==> src/rtl/tempsens_pkg.sv <==
// Shared types and constants for the temperature-sensor UART reader.
// Holds the FSM encodings, reply byte positions and the bit-period helper.
package tempsens_pkg;

   typedef enum logic [2:0] {IDLE, SEND, WAIT0, WAIT1, WAIT2} state_t;
   typedef enum logic [1:0] {HUNT, START, DATA, STOP} rx_state_t;

   localparam int BYTE0      = 0;
   localparam int BYTE1      = 1;
   localparam int BYTE2      = 2;
   localparam int FRAME_BITS = 10;

   function automatic int calc_div(input int clk_freq, input int baud);
      return clk_freq / baud;
   endfunction

endpackage

==> src/rtl/uart_rx_byte.sv <==
// 8N1 byte receiver: 2-flop synchronizer, mid-start glitch check, LSB-first shifter.
// Emits one-cycle valid on a good stop bit, one-cycle ferr on a low stop bit.
module uart_rx_byte
   import tempsens_pkg::*;
#(
   parameter int DIV = 10
) (
   input  logic       clk,
   input  logic       reset,
   input  logic       rx,
   output logic [7:0] data,
   output logic       valid,
   output logic       ferr
);

   localparam int CW = $clog2(DIV);

   logic            sync1_reg, sync2_reg, prev_reg;
   rx_state_t       rx_state_reg, rx_state_next;
   logic [CW-1:0]   cnt_reg, cnt_next;
   logic [2:0]      bit_reg, bit_next;
   logic [7:0]      shift_reg, shift_next;
   logic            valid_reg, valid_next;
   logic            ferr_reg, ferr_next;

   always_ff @(posedge clk or negedge reset) begin
      if (!reset) begin
         sync1_reg    <= 1'b1;
         sync2_reg    <= 1'b1;
         prev_reg     <= 1'b1;
         rx_state_reg <= HUNT;
         cnt_reg      <= '0;
         bit_reg      <= '0;
         shift_reg    <= '0;
         valid_reg    <= 1'b0;
         ferr_reg     <= 1'b0;
      end else begin
         sync1_reg    <= rx;
         sync2_reg    <= sync1_reg;
         prev_reg     <= sync2_reg;
         rx_state_reg <= rx_state_next;
         cnt_reg      <= cnt_next;
         bit_reg      <= bit_next;
         shift_reg    <= shift_next;
         valid_reg    <= valid_next;
         ferr_reg     <= ferr_next;
      end
   end

   // The edge is seen one cycle after it reaches sync2, so START begins its count at 1.
   always_comb begin
      rx_state_next = rx_state_reg;
      cnt_next      = cnt_reg + 1'b1;
      bit_next      = bit_reg;
      shift_next    = shift_reg;
      valid_next    = 1'b0;
      ferr_next     = 1'b0;
      case (rx_state_reg)
         HUNT: begin
            cnt_next = CW'(1);
            if (prev_reg && !sync2_reg) rx_state_next = START;
         end
         START: begin
            if (cnt_reg == CW'(DIV/2 - 1)) begin
               cnt_next      = '0;
               bit_next      = '0;
               rx_state_next = sync2_reg ? HUNT : DATA;
            end
         end
         DATA: begin
            if (cnt_reg == CW'(DIV - 1)) begin
               cnt_next   = '0;
               shift_next = {sync2_reg, shift_reg[7:1]};
               bit_next   = bit_reg + 3'd1;
               if (bit_reg == 3'd7) rx_state_next = STOP;
            end
         end
         STOP: begin
            if (cnt_reg == CW'(DIV - 1)) begin
               cnt_next      = '0;
               valid_next    = sync2_reg;
               ferr_next     = !sync2_reg;
               rx_state_next = HUNT;
            end
         end
         default: rx_state_next = HUNT;
      endcase
   end

   assign data  = shift_reg;
   assign valid = valid_reg;
   assign ferr  = ferr_reg;

endmodule

==> src/rtl/tempsens_reader.sv <==
// Host-side initiator: sends one command byte, gathers a 3-byte LSB-first reply,
// and publishes the 24-bit count with done / timeout / frame_err strobes.
module tempsens_reader
   import tempsens_pkg::*;
#(
   parameter int          CLK_FREQ  = 10000,
   parameter int          BAUD      = 1000,
   parameter logic [7:0]  START_CMD = 8'h53,
   parameter logic [15:0] TIMEOUT   = 16'd65535
) (
   input  logic        clk,
   input  logic        reset,
   input  logic        start,
   input  logic        uart_rx,
   output logic        uart_tx,
   output logic        busy,
   output logic        done,
   output logic        timeout,
   output logic        frame_err,
   output logic [23:0] result
);

   localparam int DIV = calc_div(CLK_FREQ, BAUD);
   localparam int CW  = $clog2(DIV);

   state_t          state_reg, state_next;
   logic            tx_reg, tx_next;
   logic [8:0]      tx_shift_reg, tx_shift_next;
   logic [CW-1:0]   tx_cnt_reg, tx_cnt_next;
   logic [3:0]      tx_bit_reg, tx_bit_next;
   logic [15:0]     to_cnt_reg, to_cnt_next;
   logic [1:0][7:0] reply_reg, reply_next;
   logic [23:0]     result_reg, result_next;
   logic            done_reg, done_next;
   logic            timeout_reg, timeout_next;
   logic            ferr_reg, ferr_next;

   logic [7:0]      rx_data;
   logic            rx_valid, rx_ferr;

   uart_rx_byte #(.DIV(DIV)) u_rx (
      .clk   (clk),
      .reset (reset),
      .rx    (uart_rx),
      .data  (rx_data),
      .valid (rx_valid),
      .ferr  (rx_ferr)
   );

   always_ff @(posedge clk or negedge reset) begin
      if (!reset) begin
         state_reg    <= IDLE;
         tx_reg       <= 1'b1;
         tx_shift_reg <= '1;
         tx_cnt_reg   <= '0;
         tx_bit_reg   <= '0;
         to_cnt_reg   <= '0;
         reply_reg    <= '0;
         result_reg   <= '0;
         done_reg     <= 1'b0;
         timeout_reg  <= 1'b0;
         ferr_reg     <= 1'b0;
      end else begin
         state_reg    <= state_next;
         tx_reg       <= tx_next;
         tx_shift_reg <= tx_shift_next;
         tx_cnt_reg   <= tx_cnt_next;
         tx_bit_reg   <= tx_bit_next;
         to_cnt_reg   <= to_cnt_next;
         reply_reg    <= reply_next;
         result_reg   <= result_next;
         done_reg     <= done_next;
         timeout_reg  <= timeout_next;
         ferr_reg     <= ferr_next;
      end
   end

   always_comb begin
      state_next    = state_reg;
      tx_next       = tx_reg;
      tx_shift_next = tx_shift_reg;
      tx_cnt_next   = tx_cnt_reg;
      tx_bit_next   = tx_bit_reg;
      to_cnt_next   = '0;
      reply_next    = reply_reg;
      result_next   = result_reg;
      done_next     = 1'b0;
      timeout_next  = 1'b0;
      ferr_next     = 1'b0;
      case (state_reg)
         IDLE: begin
            if (start) begin
               state_next    = SEND;
               tx_next       = 1'b0;
               tx_shift_next = {1'b1, START_CMD};
               tx_cnt_next   = '0;
               tx_bit_next   = '0;
            end
         end
         SEND: begin
            // Shifter carries the stop bit behind the data, so bit 9 is the final idle-high period.
            if (tx_cnt_reg == CW'(DIV - 1)) begin
               tx_cnt_next = '0;
               if (tx_bit_reg == 4'(FRAME_BITS - 1)) begin
                  state_next = WAIT0;
                  tx_next    = 1'b1;
               end else begin
                  tx_next       = tx_shift_reg[0];
                  tx_shift_next = {1'b1, tx_shift_reg[8:1]};
                  tx_bit_next   = tx_bit_reg + 4'd1;
               end
            end else begin
               tx_cnt_next = tx_cnt_reg + 1'b1;
            end
         end
         WAIT0, WAIT1, WAIT2: begin
            to_cnt_next = to_cnt_reg + 16'd1;
            if (rx_valid) begin
               to_cnt_next = '0;
               if (state_reg == WAIT0) begin
                  reply_next[BYTE0] = rx_data;
                  state_next        = WAIT1;
               end else if (state_reg == WAIT1) begin
                  reply_next[BYTE1] = rx_data;
                  state_next        = WAIT2;
               end else begin
                  result_next[BYTE2*8 +: 8] = rx_data;
                  result_next[BYTE1*8 +: 8] = reply_reg[BYTE1];
                  result_next[BYTE0*8 +: 8] = reply_reg[BYTE0];
                  done_next                 = 1'b1;
                  state_next                = IDLE;
               end
            end else if (rx_ferr) begin
               reply_next = '0;
               ferr_next  = 1'b1;
               state_next = IDLE;
            end else if (to_cnt_reg == TIMEOUT - 16'd1) begin
               timeout_next = 1'b1;
               state_next   = IDLE;
            end
         end
         default: state_next = IDLE;
      endcase
   end

   assign uart_tx   = tx_reg;
   assign busy      = (state_reg != IDLE);
   assign done      = done_reg;
   assign timeout   = timeout_reg;
   assign frame_err = ferr_reg;
   assign result    = result_reg;

endmodule

==> config.mk <==
export PLATFORM = sky130hd
export DESIGN_NAME = tempsens_reader
export DESIGN_NICKNAME = d
export VERILOG_FILES = /design/src/rtl/tempsens_pkg.sv /design/src/rtl/uart_rx_byte.sv /design/src/rtl/tempsens_reader.sv
export SDC_FILE = /design/constraint.sdc
export NUM_CORES = 1
export LEC_CHECK = 0
export ABC_AREA = 1
export CORE_ASPECT_RATIO = 1.75
export CORE_UTILIZATION = 39
export CTS_BUF_LIST = sky130_fd_sc_hd__clkbuf_8 sky130_fd_sc_hd__clkbuf_16
export DETAILED_ROUTE_END_ITERATION = 10
export GPL_TIMING_DRIVEN = 1
export MAX_ROUTING_LAYER = met4
export SLEW_MARGIN = 20
export SYNTH_ARGS = -nofsm -noshare
export SYNTH_HDL_FRONTEND = slang
export SYNTH_SLANG_ARGS = --single-unit
==> constraint.sdc <==
create_clock -name clk -period 1.54 [get_ports clk]
set_clock_uncertainty 0.15 [all_clocks]
set_input_delay 0.231 -clock clk [delete_from_list [all_inputs] [get_ports clk]]
set_output_delay 0.231 -clock clk [all_outputs]
set_load 0.02 [all_outputs]
==> impl_metrics.toml <==
[die]
die_height_um = 146
die_w_um = 84
io_pins = 33
initial_core_util_pct = 39.9
core_mm2 = 0.0115
num_rows = 52
die-area_mm2 = 0.0122

[timing]
period_share_pct = 106
setup_viol = 22
finalMaxSlewViolations = 0
fmax_mhz = 614
finalHoldViolations = 0
worstMarginPinSlew_ns = 0.354
slew_headroom_pct = 76.4
finalCriticalPeriod_ns = 1.63
setup_ws_ns = -0.0897
rsz0062_at_grt = "yes"
final.setup.tns_ns = -1.12

[pwr]
ir_drop_mv = 0.822
clockPowerShare_pct = 25.0
comb_power_share_pct = 37.4
p_leak_nw = 3.09
totalPowerFinal_mw = 8.62
p_switching_mw = 3.13
seq_power_share_pct = 37.6
power.internal_mw = 5.48
swShare_pct = 36.4
power.density_mw_per_mm2 = 1420

[detailed_routing]
vias_per_cell = 4.83
drc_errors = 5
postRouteAntennaNets = 0
routedWlPerCell_um = 13.1
totalWireLength_um = 9870
first_iter_violations = 207
vias = 3652
drt_pass1_iterations = 9

[cts]
h-tree-depth = 3
clkTransAtPathRegs_ns = 0.07
cts_made_buffers = 9
cts_tree = "built"
clk-insertion-delay-late_ns = 0.35
cts_sinks = 101
clk_path_buf_depth = 2
root_buffer = "clkbuf_16"

[layout]
diodes = 0
utilization_pct = 52.7
syn_to_final_growth_pct = 32.1
multi_input_area_mm2 = 0.00209
seq_area_mm2 = 0.00254
drive_above_1_share_pct = 26.4
final_area_mm2 = 0.00606
fill_cells = 1059
finalNetCount = 635
layout_commonest_cell = "nand2_1"
largest_register_ffs = 24
final_cell_mix = "157 x nand2_1, 87 x dfrtp_1, 48 x inv_1, 38 x nor2_1, 36 x buf_4"

[grt]
grt_util_all_layers_pct = 17.4
overflow = 0
grt_antenna_before_repair = 0
grt_pass1_vias = 3758
grt_max_degree = 38
grt_pass1_wl_um = 16700

[synthesis]
synth-async-reset-ratio_pct = 100
yosysWarnings = 0
syn_inst = 531
ys_seq_area_share_pct = 55.4
syn-cell-area_mm2 = 0.00459
synth_seq_cells = 101
synth_edf_count = 0
synth_nets = 550
syn_area_per_cell_um2 = 8.64
ys_types = 31
ys.flop_type = "dfrtp_1"

[worst_setup_path]
arrival_ns = 1.72
critPathRequiredTime_ns = 1.63
rr_endpoint = "tx_bit_reg[2]"
cp_max_fo = 5
worst-setup-path-type = "flop to flop"
worstReg2RegStart = "state_reg[1]"
start_kind = "flop"
reg2reg_slack_ns = -0.09
endpoint_kind = "flop"
rr_worst_depth = 7

[place]
placed_area_mm2 = 0.00533
place_hpwl_um = 6800
gp_congestion = 0.828
portBuffers = 32
place_ws_ns = -0.0933

[run_status]
violations = "DRC, setup timing"
status = "finished with violations"

[flow_run]
drv_cap = 0

[worst_hold_path]
hold_class = "input pin to flop"
hold_end = "u_rx.sync1_reg"
min_path_cells = 1
min_from = "uart_rx"
[power groups by stage]
| stage | sequential (mW) | clock [mW] | combinational, mW |
|---|---|---|---|
| after floorplan | 3.24 | 0 | 1.34 |
| after global placement | 3.22 | 0 | 2.08 |
| after detailed placement | 3.24 | 0 | 2.16 |
| after CTS | 3.19 | 2.21 | 2.74 |
| after global routing | 3.27 | 2.34 | 3.53 |
| final | 3.24 | 2.15 | 3.22 |
[cell usage after synthesis (4+ instances only)]
master	number	area share (%)
nand2_1	180	15
dfrtp_1	89	49
inv_1	56	4.6
nor2_1	46	3.8
nand3_1	31	3.4
o21ai_0	29	3.2
ha_1	15	4.1
dfstp_2	12	6.9
a21oi_1	9	0.98
o21ai_1	7	0.76
buf_2	6	0.65
nor3_1	6	0.65
nand2_2	5	0.68
o21ai_2	5	0.95
xor2_1	5	0.95
nand4_1	4	0.55
[area by class of cell]
cell class / instances / area share, %
clock buffers: 9 / 3.71
clock inverters: 7 / 0.929
inverters: 60 / 4.21
multi-input cells: 363 / 34.4
flip-flops and latches: 101 / 42.0
well taps: 135 / 2.79
repair buffers: 81 / 12.0
[worst max-delay path by stage]
stage                     from              endpoint  slack, ns
6_report          state_reg[1]         tx_bit_reg[2]      -0.09
4_1_cts           state_reg[0]          state_reg[2]      -0.13
3_3_place_gp      state_reg[1]         tx_cnt_reg[0]      -0.04
5_1_grt          tx_cnt_reg[1]       tx_shift_reg[5]      -0.18
3_5_place_dp   u_rx.cnt_reg[1]  u_rx.rx_state_reg[0]      -0.09
2_1_floorplan    tx_bit_reg[1]          state_reg[2]       0.01
[timing repair]
item | in CTS | in global routing
hold endpoints to repair | 72 | 0
gates resized for setup | 63 | 86
buffers inserted | 5 | 7
hold buffers | 1 | 0
setup endpoints to repair | 62 | 86
cloned | 3 | 1
pin swaps | 9 | 28
[metrics by stage]
step | hold slack (ns) | std cells
after floorplan | -0.215 | 531
after global placement | 0.0174 | 726
after detailed placement | 0.0172 | 726
after CTS | 0.147 | 750
after global routing | 0.147 | 756
final | 0.151 | 756
[kinds of logic after synthesis]
| kind of cell | after synthesis | share of synthesized area, % |
|---|---|---|
| simple gates | 284 | 26.4 |
| fa+ha+maj | 15 | 4.09 |
| buf+inv | 70 | 6.35 |
| flops | 101 | 55.4 |
| xor+xnor | 8 | 1.53 |
| compound gates | 53 | 6.27 |
[routing by layer]
metal	part of all wire, %	GRT usage, %
met1	39	19.0
met2	56	31.3
met3	2.3	2.72
met4	2.7	6.64
met5	0	-
[critical path, stage by stage (launching register included)]
cell     delay (ns)
dfrtp_1        0.40
buf_6          0.14
or2_1          0.29
a21oi_4        0.19
buf_12         0.16
nand2_8        0.08
nand2_2        0.06
nand2_1        0.05
No activity file was read; power rests on OpenSTA's default activity.
